**src/rtl/regfile_mp.sv**
```systemverilog
// regfile_mp
// Multi-port integer register file for the RISC-V pipeline. It sits between
// decode (reads), issue (destination reservation) and write-back (writes).
// Entry 0 is hardwired to zero. After reset a clear sequencer zeroes every
// entry, one per clock, before the file reports ready. A per-entry busy
// scoreboard marks destinations that have been issued but not yet written back.
//
// Optional feature: define REGFILE_BYPASS_EN to forward a write-back to a read
// of the same index in the same cycle (data and busy).
//
// Parameters
//   WIDTH       data width of each entry
//   DEPTH_LOG2  address width; the file holds 2**DEPTH_LOG2 entries
//   NREAD       number of combinational read ports
// Ports
//   clk        clock, all state updates on the rising edge
//   rst        synchronous active-high reset, restarts the clear sequence
//   regWrite   write-back enable
//   writeReg   write-back address
//   dataWrite  write-back data
//   readReg    read addresses, port i at [i*DEPTH_LOG2 +: DEPTH_LOG2]
//   readData   read data, port i at [i*WIDTH +: WIDTH]
//   readBusy   per-port scoreboard bit of the addressed entry
//   issueValid issue stage reserves a destination
//   issueReg   destination being reserved
//   ready      clear sequence finished, file accepts reads and writes
module regfile_mp #(
  parameter int WIDTH      = 64,
  parameter int DEPTH_LOG2 = 5,
  parameter int NREAD      = 2
) (
  input  logic                        clk,
  input  logic                        rst,
  input  logic                        regWrite,
  input  logic [DEPTH_LOG2-1:0]       writeReg,
  input  logic [WIDTH-1:0]            dataWrite,
  input  logic [NREAD*DEPTH_LOG2-1:0] readReg,
  output logic [NREAD*WIDTH-1:0]      readData,
  output logic [NREAD-1:0]            readBusy,
  input  logic                        issueValid,
  input  logic [DEPTH_LOG2-1:0]       issueReg,
  output logic                        ready
);

  localparam int DEPTH = 1 << DEPTH_LOG2;
  localparam logic [DEPTH_LOG2-1:0] IDX_ONE  = 1;
  localparam logic [DEPTH_LOG2-1:0] IDX_LAST = '1;

  typedef enum logic {
    CLEAR,
    RUN
  } stateType;

  stateType                state;
  stateType                stateNext;
  logic [DEPTH_LOG2-1:0]   clearIdx;
  logic [DEPTH_LOG2-1:0]   clearIdxNext;
  logic [WIDTH-1:0]        mem [DEPTH];
  logic [DEPTH-1:0]        busy;
  logic [DEPTH-1:0]        busyNext;
  logic                    writeEn;
  logic                    issueEn;
  logic [DEPTH_LOG2-1:0]   readAddr [NREAD];

  // Unpack the flat read-address bus into one address per port.
  for (genvar g = 0; g < NREAD; g++) begin : gUnpack
    assign readAddr[g] = readReg[g*DEPTH_LOG2 +: DEPTH_LOG2];
  end

  // State register: the sequencer state and the clear index restart together
  // on reset, so a reset in the middle of clearing starts again from entry 0.
  always_ff @(posedge clk) begin
    if (rst) begin
      state    <= CLEAR;
      clearIdx <= '0;
    end else begin
      state    <= stateNext;
      clearIdx <= clearIdxNext;
    end
  end

  // Next-state logic: walk the clear index across every entry once, then
  // settle in RUN. The edge that clears the last entry is the one that leaves.
  always_comb begin
    stateNext    = state;
    clearIdxNext = clearIdx;
    if (state == CLEAR) begin
      clearIdxNext = clearIdx + IDX_ONE;
      if (clearIdx == IDX_LAST) begin
        stateNext = RUN;
      end
    end
  end

  // Output logic: write-back and issue are only honoured in RUN, and both
  // ignore entry 0 so it can never hold data or look busy.
  always_comb begin
    ready   = (state == RUN);
    writeEn = (state == RUN) && regWrite   && (writeReg != '0);
    issueEn = (state == RUN) && issueValid && (issueReg != '0);
  end

  // Storage array. It carries no reset of its own; the clear sequencer is what
  // zeroes it, which keeps the array mappable onto plain RAM-style flops.
  always_ff @(posedge clk) begin
    if (!rst) begin
      if (state == CLEAR) begin
        mem[clearIdx] <= '0;
      end else if (writeEn) begin
        mem[writeReg] <= dataWrite;
      end
    end
  end

  // Scoreboard update. The issue is applied after the write so that a
  // same-edge write and issue to one index leaves the bit set.
  always_comb begin
    busyNext = busy;
    if (writeEn) begin
      busyNext[writeReg] = 1'b0;
    end
    if (issueEn) begin
      busyNext[issueReg] = 1'b1;
    end
  end

  always_ff @(posedge clk) begin
    if (rst) begin
      busy <= '0;
    end else begin
      busy <= busyNext;
    end
  end

  // Read ports: purely combinational. Everything reads as zero while clearing
  // and for entry 0; with forwarding enabled a matching write-back wins over
  // the stored value and reports the entry as no longer busy.
  always_comb begin
    readData = '0;
    readBusy = '0;
    for (int i = 0; i < NREAD; i++) begin
      if ((state == RUN) && (readAddr[i] != '0)) begin
        readData[i*WIDTH +: WIDTH] = mem[readAddr[i]];
        readBusy[i]                = busy[readAddr[i]];
`ifdef REGFILE_BYPASS_EN
        if (writeEn && (writeReg == readAddr[i])) begin
          readData[i*WIDTH +: WIDTH] = dataWrite;
          readBusy[i]                = 1'b0;
        end
`else
`endif
      end
    end
  end

endmodule

```
**config.mk**
```make
export PLATFORM = sky130hd
export DESIGN_NAME = regfile_mp
export DESIGN_NICKNAME = d
export VERILOG_FILES = /design/src/rtl/regfile_mp.sv
export SDC_FILE = /design/constraint.sdc
export NUM_CORES = 2
export LEC_CHECK = 0
export BUFFER_PORTS_ARGS = -buffer_cell sky130_fd_sc_hd__buf_2
export CAP_MARGIN = 25
export CORE_ASPECT_RATIO = 0.75
export CORE_UTILIZATION = 60
export DETAILED_ROUTE_END_ITERATION = 16
export GPL_TIMING_DRIVEN = 0
export MAX_ROUTING_LAYER = met4
export PLACE_DENSITY = 0.77
export SYNTH_ARGS = -nofsm -noshare
export SYNTH_HDL_FRONTEND = slang
export SYNTH_SLANG_ARGS = --single-unit
```
**constraint.sdc**
```tcl
create_clock -name clk -period 8.7 [get_ports clk]
set_clock_uncertainty 0.1 [all_clocks]
set_input_delay 0.435 -clock clk [delete_from_list [all_inputs] [get_ports clk]]
set_output_delay 0.435 -clock clk [all_outputs]
set_load 0.02 [all_outputs]
```
==> impl.org <==
** Synth
- Nets in the synthesized netlist :: 5,243
- #FFs+latches synth :: 2,086
- Async SR Flop Fraction :: 0
- Each instance of the synthesized netlist takes up on average 18.6 µm².
- Most used flip-flop cell after synthesis :: sky130_fd_sc_hd__edfxtp_1
- Synthesis handed over a netlist of 5,153 instances.
- Cell area after synthesis :: 95,700 µm²
- Number of distinct library cells after synthesis :: 50
- The share of the Yosys chip area taken by registers is 0.650.
- Yosys synthesis warning count :: 0
- Number of synthesized flops with an enable pin :: 2,048

** Setup path
- STA classifies the critical path endpoint as an output port.
- Slowest cell on the critical path :: sky130_fd_sc_hd__nor3b_1
- Max FO, Critical Path :: 10
- Counting stages on the worst path, the most repeated cell is sky130_fd_sc_hd__buf_2.
- Crit-path cells :: clkbuf_2 > nor3b_1 > and2_1 > buf_2 > clkbuf_1 > nand2_1 > nand4_1 > buf_2
- Setup slack on the worst reg-to-reg path comes out at 4.65 ns.
- At the worst endpoint, the required time is 8.17 ns.
- Peak per-stage delay on the critical path :: 0.81 ns
- For the worst setup path, the data arrival time is 4.65 ns.
- The critical path is of the flop to output port type.
- Kind of start point of the critical path :: flop

** Hold path
- The min-delay analysis places its worst path in the category primary input to flop.

** Timing
- Worst-case hold slack :: -0.0205 ns
- The worst path in the final design needs a cycle of 5.19 ns, including I/O delays and setup.
- Worst relative slew slack :: 0.191
- Setup repair after global routing left no endpoint under its margin.
- Final worst path period share :: 0.597
- Setup violations remaining at the end of the flow were counted as 0.
- The number of slew-limit violations in the final report came to 0.
- The final number of hold-violating endpoints is 14.
- Measured slew at the worst slew-check pin :: 1.21 ns
- Max Clock Freq :: 193 MHz

** Global routing
- Overall fraction of global-route tracks in use :: 0.411
- Total congestion overflow after global routing :: 0
- Antenna violations before repair :: 21
- Number of global-route vias before repair :: 60,600
- Largest net degree at the start of global routing :: 33
- Wire length of the first global-routing pass :: 448 mm

** Finish
- Number of standard cells in the final layout excluding fillers :: 8,218
- In the final layout, the share of cells above drive strength 1 is 0.304.
- Layout net count :: 6,004
- Post-route cell area :: 110,000 µm²
- From synthesis to final layout, the design area changed by 15.3%.

** Route
- After detailed routing, the average wire length per cell comes to 39.3 µm.
- Detailed-route vias per instance :: 7.68
- In this run, the number of DRC markers left after iteration 0 of detailed routing was 12,300.
- The first TritonRoute pass finished after 8 iterations.
- Post-detailed-route count of antenna-violating nets :: 0
- # DRC :: 0
- Detailed routing inserted a total of 63,100 vias.
- The routed design has 323 mm of wire.

** Run
- Count of max-cap constraint violations :: 0

** Power and ir drop
- Overall power after layout :: 20.5 mW
- Static leakage :: 33.6 nW
- Dividing total power by cell area gives a power density of 185 nW/µm².
- VDD sags by at most 0.214 mV.

** Die
- Measured along the x axis, the die boundary spans 463 µm.
- Y dimension of the die :: 348 µm
- Die Area :: 161,000 µm²
- The floorplan has 126 rows.
- The core region is 158,000 µm².
- The initial utilization of the core area, before any placement, comes to 0.607.
- For this design the top-level I/O count stands at 219.

** Placement
- Last weighted congestion value of the routability-driven placer :: 0.945
- Summed over all nets, the half-perimeter wirelength after detailed placement is 225 mm.
- In this run the tool buffered the top-level ports with 211 buffer cells.
- Cell count after placement :: 7,766
- Post-place instance area :: 103,000 µm²

** Clocking
- The tree is rooted in a sky130_fd_sc_hd__clkbuf_16.
- After clock tree synthesis, the clock-pin slew on the worst setup and hold paths is 0.06 ns.
- TritonCTS buffer count :: 191
- TritonCTS built the clock tree.
- Max Buffers Root-to-Sink :: 3
- Count of H-tree levels built during CTS :: 4
- Total number of clock tree sinks :: 2,086
- For the worst-skew pair, the clock arrives at the later sink with an insertion delay of 0.85 ns.

** Status
- Violated checks :: hold timing
- The run finished, with violations left.
cells by family after synthesis:
family	after synthesis	share of synthesized area
buffers and inverters	428	0.0224
adder cells (fa/ha/maj)	2	0.000261
XOR/XNOR	3	0.000275
multiplexers	1304	0.238
flip-flops	2086	0.650
AO/OA/AOI/OAI	725	0.0555
AND/OR/NAND/NOR	605	0.0330
area by class of cell:
| class | instances | area [µm²] |
|---|---|---|
| clock buffer | 247 | 5070 |
| timing repair buffer | 568 | 5750 |
| multi-input combinational | 2639 | 31500 |
| buffer | 425 | 2140 |
| sequential | 2086 | 62300 |
| clock inverter | 102 | 897 |
| tap | 2112 | 2640 |
| inverter | 3 | 11.3 |
| antenna | 36 | 90.1 |
| fill | 9457 | 47500 |
cells in the final DEF, fill, tap and decap left out, types with 3 or more instances in the layout:
| master | instances |
|---|---|
| sky130_fd_sc_hd__a22oi_1 | 389 |
| sky130_fd_sc_hd__buf_8 | 44 |
| sky130_fd_sc_hd__a22o_1 | 131 |
| sky130_fd_sc_hd__inv_16 | 3 |
| sky130_fd_sc_hd__nor2_1 | 22 |
| sky130_fd_sc_hd__a31oi_1 | 131 |
| sky130_fd_sc_hd__nand3_1 | 135 |
| sky130_fd_sc_hd__clkbuf_16 | 204 |
| sky130_fd_sc_hd__edfxtp_1 | 2048 |
| sky130_fd_sc_hd__nand4_1 | 131 |
| sky130_fd_sc_hd__buf_4 | 58 |
| sky130_fd_sc_hd__dfxtp_1 | 38 |
| sky130_fd_sc_hd__nor3b_1 | 6 |
| sky130_fd_sc_hd__dlygate4sd3_1 | 22 |
| sky130_fd_sc_hd__clkinv_2 | 27 |
| sky130_fd_sc_hd__buf_2 | 376 |
| sky130_fd_sc_hd__bufinv_16 | 14 |
| sky130_fd_sc_hd__and4_1 | 3 |
| sky130_fd_sc_hd__and2_1 | 69 |
| sky130_fd_sc_hd__a21oi_1 | 32 |
| sky130_fd_sc_hd__nand2_1 | 171 |
| sky130_fd_sc_hd__and4b_1 | 4 |
| sky130_fd_sc_hd__o21ai_0 | 32 |
| sky130_fd_sc_hd__clkbuf_2 | 11 |
| sky130_fd_sc_hd__mux2i_1 | 525 |
| sky130_fd_sc_hd__and3b_1 | 5 |
| sky130_fd_sc_hd__clkbuf_1 | 215 |
| sky130_fd_sc_hd__nor3_2 | 32 |
| sky130_fd_sc_hd__inv_1 | 3 |
| sky130_fd_sc_hd__nand2b_1 | 5 |
| sky130_fd_sc_hd__clkinv_1 | 48 |
| sky130_fd_sc_hd__and3_1 | 3 |
| sky130_fd_sc_hd__buf_16 | 31 |
| sky130_fd_sc_hd__inv_6 | 6 |
| sky130_fd_sc_hd__mux4_2 | 779 |
| sky130_fd_sc_hd__diode_2 | 36 |
| sky130_fd_sc_hd__buf_1 | 27 |
| sky130_fd_sc_hd__buf_6 | 251 |
| sky130_fd_sc_hd__nor2b_1 | 6 |
synth_stat cells, drive strengths merged, types with 3 or more instances:
| master | n | area, µm² |
|---|---|---|
| and4 | 3 | 26.3 |
| nor2 | 23 | 93.8 |
| nand2b | 5 | 31.3 |
| mux2i | 525 | 5260 |
| nor2b | 6 | 37.5 |
| a31oi | 131 | 820 |
| a21oi | 32 | 160 |
| and3 | 3 | 18.8 |
| nor3 | 34 | 170 |
| dfxtp | 38 | 761 |
| buf | 251 | 1480 |
| and2 | 69 | 432 |
| edfxtp | 2048 | 61500 |
| clkbuf | 174 | 654 |
| a22oi | 389 | 2920 |
| inv | 3 | 11.3 |
| nor3b | 8 | 70.1 |
| mux4 | 779 | 17500 |
| and4b | 4 | 40.0 |
| a22o | 131 | 1150 |
| o21ai | 33 | 165 |
| nand4 | 131 | 820 |
| and3b | 5 | 43.8 |
| nand2 | 171 | 642 |
| nand3 | 135 | 676 |
critical path, delay by kind of cell, from the launching register on:
family	cells	cell delay (ns)
buffers and inverters	4	1.92
DFF	1	0.38
and+or+nand+nor	4	1.46
registers in the layout, summed over array words and instances, names as in the netlist:
signal    flops
mem        2048
busy         32
clearIdx      5
ready         1
repair_timing:
action,4_1_cts,5_1_grt
hold endpoints to repair,32,23
hold buffers,13,9
gates resized for setup,0,0
setup buffers,0,0
stage by stage:
step | hold slack, ns | worst slack, ns | setup TNS, ns | utilization
6_report | -0.0205 | 3.51 | 0 | 0.699
5_1_grt | 0.0000613 | 3.66 | 0 | 0.699
4_1_cts | 0.00467 | 3.86 | 0 | 0.692
3_5_place_dp | 0.372 | 4.56 | 0 | 0.653
3_3_place_gp | 0.365 | -4.96 | -7554.37 | 0.630
2_1_floorplan | 0.351 | 2.11 | 0 | -
final timing paths:
kind / start / end / cells after the start
worst max-delay path: ready / readData[121] / 8
worst min register to register: busy[0] / busy[0] / 1
worst max register to register: ready / mem[9][27] / 10
worst min-delay path: dataWrite[61] / mem[0][61] / 2
routing by layer:
layer | GRT usage | up-vias | wire, µm
met4 | 0.217 | 0 | 20100
met2 | 0.565 | 6225 | 141000
met3 | 0.142 | 1108 | 53900
met1 | 0.543 | 32100 | 108000
li1 | - | 23700 | -
met5 | - | - | 0
where the power goes:
part	leakage, nW	switching, mW	internal [mW]
logic	14.4	0.708	0.449
clock network	2.92	3.81	4.53
registers	16.3	0.0309	10.9
(Power assumes the default switching activity.)
